===== config.mk =====
export PLATFORM = sky130hd
export DESIGN_NAME = aes_host_ctrl
export DESIGN_NICKNAME = d
export VERILOG_FILES = /design/src/rtl/aes_host_ctrl.sv
export SDC_FILE = /design/constraint.sdc
export NUM_CORES = 1
export LEC_CHECK = 0
export CELL_PAD_IN_SITES_DETAIL_PLACEMENT = 1
export CELL_PAD_IN_SITES_GLOBAL_PLACEMENT = 1
export CORE_MARGIN = 2
export CORE_UTILIZATION = 31
export CTS_CLUSTER_SIZE = 20
export DETAILED_ROUTE_END_ITERATION = 8
export PLACE_DENSITY_LB_ADDON = 0.1
export SLEW_MARGIN = 15
export SYNTH_ARGS = -nofsm -noshare
export SYNTH_HDL_FRONTEND = slang
export SYNTH_SLANG_ARGS = --single-unit

===== constraint.sdc =====
create_clock -name i_Clk -period 1.7 [get_ports i_Clk]
set_input_delay 0.34 -clock i_Clk [delete_from_list [all_inputs] [get_ports i_Clk]]
set_output_delay 0.34 -clock i_Clk [all_outputs]
set_load 0.02 [all_outputs]

===== src/rtl/aes_host_ctrl.sv =====
// Byte-stream host front end for an AES core. It collects a command, an optional key and
// the text block, launches the core, waits for a result (with a timeout) and streams it back.
module aes_host_ctrl #(
  parameter int TIMEOUT = 1023
) (
  input  logic         i_Clk,
  input  logic         i_Rst,
  input  logic [7:0]   i_Byte,
  input  logic         i_fByteVld,
  output logic         o_fByteRdy,
  output logic [7:0]   o_Byte,
  output logic         o_fOutVld,
  input  logic         i_fOutRdy,
  output logic [127:0] o_Key,
  output logic [127:0] o_Text,
  output logic         o_fEnc,
  output logic         o_fStart,
  input  logic [127:0] i_Data,
  input  logic         i_fDone,
  output logic         o_fBusy,
  output logic         o_fErr
);

  typedef enum logic [2:0] {S_IDLE, S_KEY, S_TEXT, S_START, S_WAIT, S_SEND} state_t;

  // The START cycle counts as the first waited cycle, so the error lands TIMEOUT cycles after o_fStart.
  localparam logic [15:0] WAIT_LAST = 16'(TIMEOUT - 1);

  state_t        state_q;
  logic [127:0]  key_q, text_q, sh_q;
  logic [127:0]  key_d, text_d, sh_d;
  logic [3:0]    bcnt_q;
  logic [15:0]   wcnt_q;
  logic          enc_q, start_q, vld_q, err_q, keyvld_q;
  logic          byte_xfer;

  assign o_fByteRdy = (state_q == S_IDLE) || (state_q == S_KEY) || (state_q == S_TEXT);
  assign o_fBusy    = (state_q != S_IDLE);
  assign byte_xfer  = i_fByteVld && o_fByteRdy;

  assign key_d  = {key_q[119:0], i_Byte};
  assign text_d = {text_q[119:0], i_Byte};
  assign sh_d   = {sh_q[119:0], 8'h00};

  assign o_Key     = key_q;
  assign o_Text    = text_q;
  assign o_Byte    = sh_q[127:120];
  assign o_fOutVld = vld_q;
  assign o_fEnc    = enc_q;
  assign o_fStart  = start_q;
  assign o_fErr    = err_q;

  always_ff @(posedge i_Clk) begin
    if (i_Rst) begin
      state_q  <= S_IDLE;
      key_q    <= '0;
      text_q   <= '0;
      sh_q     <= '0;
      bcnt_q   <= '0;
      wcnt_q   <= '0;
      enc_q    <= 1'b0;
      start_q  <= 1'b0;
      vld_q    <= 1'b0;
      err_q    <= 1'b0;
      keyvld_q <= 1'b0;
    end else begin
      start_q <= 1'b0;
      err_q   <= 1'b0;
      unique case (state_q)
        S_IDLE: begin
          if (byte_xfer) begin
            if (i_Byte[7:2] != 6'd0) begin
              err_q <= 1'b1;
            end else begin
              enc_q   <= i_Byte[0];
              bcnt_q  <= 4'd0;
              state_q <= (i_Byte[1] && keyvld_q) ? S_TEXT : S_KEY;
            end
          end
        end
        S_KEY: begin
          if (byte_xfer) begin
            key_q  <= key_d;
            bcnt_q <= bcnt_q + 4'd1;
            if (bcnt_q == 4'd15) begin
              keyvld_q <= 1'b1;
              state_q  <= S_TEXT;
            end
          end
        end
        S_TEXT: begin
          if (byte_xfer) begin
            text_q <= text_d;
            bcnt_q <= bcnt_q + 4'd1;
            if (bcnt_q == 4'd15) begin
              start_q <= 1'b1;
              state_q <= S_START;
            end
          end
        end
        S_START: begin
          wcnt_q  <= 16'd1;
          state_q <= S_WAIT;
        end
        S_WAIT: begin
          if (i_fDone) begin
            sh_q    <= i_Data;
            vld_q   <= 1'b1;
            bcnt_q  <= 4'd0;
            state_q <= S_SEND;
          end else if (wcnt_q >= WAIT_LAST) begin
            err_q   <= 1'b1;
            state_q <= S_IDLE;
          end else begin
            wcnt_q <= wcnt_q + 16'd1;
          end
        end
        S_SEND: begin
          if (i_fOutRdy) begin
            sh_q   <= sh_d;
            bcnt_q <= bcnt_q + 4'd1;
            if (bcnt_q == 4'd15) begin
              vld_q   <= 1'b0;
              state_q <= S_IDLE;
            end
          end
        end
        default: state_q <= S_IDLE;
      endcase
    end
  end

endmodule


---- Yosys cells after proc, flatten, opt, wreduce, memory -nomap -nowiden ----
Index checks and enable logic that the tools add are counted.
storage, ports and cells
  output and inout bits ................... 270
  logic and storage cells ................. 91
  bits in registers ....................... 412
  bits of input ports ..................... 141
cells by class
  bitwise operators ....................... 3
  reductions and logical operators ........ 21
  add/subtract/negate cells ............... 2
  mux-type cells .......................... 34
  equality and inequality tests ........... 19
  order comparisons ....................... 1
operators by type and width
  operator                 count
  $mux W128                2
  $pmux W128 S2            1
  $mux W16                 2
  $pmux W16 S2             1
  $mux W3                  10
  $mux W4                  5
  $ne A2 B2 Y1 const B     9
  $pmux W3 S6              1
  $add A16 B1 Y16 const B  1
  $ge A16 B10 Y1 const B   1
  $pmux W4 S4              1
  $reduce_and A3 Y1        4
  $reduce_and A9 Y1        1
  $mux W1                  8
  $eq A3 B2 Y1 const B     2
  $eq A3 B3 Y1 const B     2
  $ne A2 B1 Y1 const B     3
  $reduce_and A6 Y1        1
  $reduce_bool A6 Y1       1
  $add A4 B1 Y4 const B    1
  $eq A4 B4 Y1 const B     1
  $pmux W1 S2              2
  $reduce_and A2 Y1        2
  $reduce_and A4 Y1        1
  other kinds (12)         17

---- Logic depth before layout (Yosys ltp) ----
Gate-level depths: netlist of the first run.
  depth in word-level cells ............... 6
  gate-level depth with buffers ........... 9
  mapped depth without buffers ............ 7

---- Least setup slack after synthesis of the first run ----
Ideal clock, no wire load.
  path kind ............................... register to register
  from .................................... register state_q[0]
  to ...................................... register state_q[0]
  cell stages (with the launch flop) ...... 8
  data required time ...................... 1630 ps
  arrival time ............................ 1842 ps
  buffers on the path ..................... 1
  library setup time ...................... 70 ps
  path slack .............................. -213 ps
  period minus slack after synthesis ...... 1913 ps
  cells stage by stage .................... dfxtp_1 buf_2 nor3_1 inv_1 a31oi_1 a2111o_1 or4_1 a21oi_1
on the way
  cells in the longest elaborated chain, start to end .. 6
  elaborated cells between the ends (all ways) .. 20
  those cells by class .................... eq/ne: 14; mux: 1; reduce/logical: 5
ends and longest elaborated chain
  element                                           RTL line  RTL
  start, declared                                   29        state_t state_q;
  start signal, assigned                            77        state_q <= (i_Byte[1] && keyvld_q) ? S_TEXT : S_KEY;
  $eq A3 B1 Y1 or $logic_not A3 Y1 (tied branches)  37, 69
  $logic_or A1 B1 Y1 (2 in a row)                   37        assign o_fByteRdy = (state_q == S_IDLE) || (state_q == S_KEY) || (state_q == S_TEXT);
  $logic_and A1 B1 Y1                               39        assign byte_xfer = i_fByteVld && o_fByteRdy;
  $ne A2 B2 Y1 (no source line)                     n/a
  $reduce_and A9 Y1 (no source line)                n/a
Several ways; a longest one is shown, not always the timed one.
A chain may end at the register's enable or synchronous reset.

---- Worst setup path after layout of the first run ----
  from .................................... input i_fDone
  to ...................................... register sh_q[83]
on the way
  cells in the longest elaborated chain, start to end .. 2
ends and longest elaborated chain
  element                             RTL line  RTL
  start, declared                     19        input logic i_fDone,
  $ne A2 B2 Y1 (no source line)       n/a
  $reduce_and A3 Y1 (no source line)  n/a
  end signal, assigned                107       sh_q <= i_Data;
  end, declared                       30        logic [127:0] key_q, text_q, sh_q;
No other way between the ends.

==> results of run 1 <==
## layer usage
| layer | vias to the layer above | track usage (%) | wire length, um |
|---|---|---|---|
| met5 | - | 0 | 35 |
| met4 | 6 | 6.77 | 1540 |
| met2 | 325 | 37.4 | 29300 |
| li1 | 7564 | - | - |
| met1 | 7566 | 27.2 | 25500 |
| met3 | 95 | 6.13 | 3970 |
## sequential cells by signal, indices dropped and copies added, names as in the netlist
register	cells
o_fEnc	1
state_q	3
wcnt_q	16
bcnt_q	4
o_Text	128
o_fStart	1
o_Key	128
keyvld_q	1
o_fOutVld	1
o_fErr	1
sh_q	128
## critical path, stage by stage
cell	delay (ns)
clkdlybuf4s50_1	0.65
inv_1	0.15
nor4b_4	0.27
buf_4	0.17
a21o_4	0.19
buf_12	0.16
clkbuf_16	0.17
nor2_2	0.04
a311oi_1	0.24
## area by class of cell
class | count | share of cell area, %
repair buffers | 590 | 26.1
well taps | 664 | 3.40
flip-flops and latches | 412 | 33.8
diodes | 2 | 0.0205
multi-input cells | 1398 | 30.6
clock buffers | 74 | 5.75
inverters | 6 | 0.0921
clock inverters | 4 | 0.199
## report_power, final
part | internal, uW | switching, uW | total (uW)
combinational | 387 | 385 | 772
sequential | 9650 | 2.00 | 9660
clock | 5770 | 4000 | 9770
## cell usage after synthesis (all sizes together) (3+ instances only)
cell type  number  area (sq um)
and3            6          37.5
a31oi           3          18.8
a311oi        121          1060
mux2i           3          30.0
nor3            4          25.0
nand3          12          60.1
a22oi           8          60.1
dfxtp         412          8250
xor2            4          35.0
nor2          156           586
clkbuf        136           510
and2            7          43.8
nand4           3          18.8
a21oi         268          1350
buf            33           181
o21ai           5          25.0
inv             6          22.5
or3             3          18.8
ha              3          37.5
nand2         755          2830
nand2b          3          18.8
## cells by family (layout without fill, tap and decap cells)
kind of cell	Yosys count	in the layout	synth area share, %
other	0	2	0
and+or+nand+nor	965	966	24.4
buffers and inverters	175	674	4.62
muxes	3	3	0.194
adders and majority gates	3	3	0.243
xor gates and xnor gates	5	5	0.283
AOI/OAI and AO/OA	419	421	17.0
DFF	412	412	53.3
## stage by stage
| stage | cells | hold WS [ns] |
|---|---|---|
| 4_1_cts | 3133 | 0.293 |
| 5_1_grt | 3148 | 0.350 |
| 3_3_place_gp | 2999 | 0.442 |
| 6_report | 3150 | 0.339 |
| 2_1_floorplan | 1982 | 0.430 |
| 3_5_place_dp | 2999 | 0.449 |
## what timing repair did
action                     in CTS  in global routing
gates cloned                   23                 11
resized for setup             460                143
pin swaps                      58                 76
setup endpoints to repair     529                315
setup buffers                  33                 12
## worst paths after layout
path,to,slack [ns]
worst max-delay path,sh_q[83]$_SDFFE_PP0P_,-0.23
worst min-delay path,sh_q[55]$_SDFFE_PP0P_,0.34
worst max register to register,sh_q[83]$_SDFFE_PP0P_,-0.20
worst min register to register,o_Key[123]$_SDFFE_PP0P_,0.45
==> reports/qor.yml, run 1 <==
outcome:
  status: "finished, violations left"
  violations: "setup timing"
cells_and_area:
  final_nets: 2598
  final_common_cell: "nand2_1"
  regArea_sq_mm: 0.00826
  finalInstanceArea_sq_mm: 0.0245
  drive_gt1_share_pct: 17.0
  multiInputGateArea_sq_mm: 0.00749
  syn_to_final_growth_pct: 58.0
  fill_cells: 5664
  most-common-layout-cells: "nand2_1 (735), dfxtp_1 (407), a21oi_1 (263), dlygate4sd2_1 (219), clkdlybuf4s50_1 (139)"
  fin_util_pct: 49.8
yosys:
  yosysSeqAreaShare_pct: 53.3
  syn_area_sq_mm: 0.0155
  yosys_most_used_dff: "dfxtp_1"
  synth-edff-count: 0
  avgSynthCellArea_sq_um: 7.81
  async_flop_share_pct: 0
  ys_warn_count: 0
  synthCells: 1982
  syn_nets: 2126
  ys_seq_elements: 412
  synth.distinct_cells: 52
floorplan:
  core-area_sq_mm: 0.0492
  rows: 81
  die_area_sq_mm: 0.0517
  die_w_um: 227
  start_util_pct: 31.5
  num_io_pins: 411
  die_h_um: 227
timing:
  fin_crit_ns: 1.93
  fin_skew_ns: 0.0135
  fmaxAchievable_ghz: 0.518
  worst_slew_pin_slew_ns: 0.588
  timing.final.ws_setup_ns: -0.232
  finalHoldViolCount: 0
  slew_headroom_pct: 60.8
  min_period_over_period_pct: 114
  grt_setup_unrepaired: "yes"
  tns_ns: -34.56
  finalSetupViolations: 274
  drv_slew: 0
clock_tree:
  cts_buffer_depth: 3
  numCtsBuffers: 46
  clk_pin_slew_ns: 0.06
  cts-root-buf: "clkbuf_16"
  htree_levels: 2
  clock_sinks: 412
  hold_buffers: 0
  cts_tree: "done"
  clock_latency_ns: 0.57
pwr:
  vdd_drop_max_mv: 0.670
  p_leak_uw: 0.00980
  fin_total_pwr_uw: 20200
  p_per_area_mw_per_mm2: 826
setup_path:
  critPathKind: "input port to flip-flop"
  regToRegStartpoint: "state_q[1]$_SDFFE_PP0P_"
  ff2ff_path_depth: 8
  crit_start: "i_fDone"
  crit_path_start_kind: "input port"
  cp.arrival_ns: 2.39
  endpoint_kind: "flip-flop"
  crit_fanout: 7
  required_ns: 2.16
place:
  dp_hpwl_mm: 38.0
  port_buffers: 410
  gp_congestion: 0.772
  placed_cell_area_sq_mm: 0.0210
  dp_slack_ns: -0.623
grt:
  grt_max_degree: 73
  grt_pass1_wl_mm: 90.5
  grt_overflow: 0
  grt_pass1_vias: 16100
  track_usage_pct: 22.1
  antenna_found_initial: 3
route:
  first_iter_violations: 785
  ant_nets: 0
  drt_pre_antenna_iters: 4
  drc: 0
  wirelength_mm: 60.3
  vias: 15600
  wire_per_inst_um: 19.1
  viasPerCell: 4.94
flow_run:
  maxCapViolCount: 0
min_path:
  min_path_cells: 2
  hp-class: "input port to flip-flop"
  min_from: "i_Rst"
Note: power is estimated with default switching activity, not from simulation.
==> inputs of run 2 (changes only) <==
- CAP_MARGIN: unset -> 15
==> results of run 2 <==
The final DEF is identical to that of run 1; final timing and power are the same.
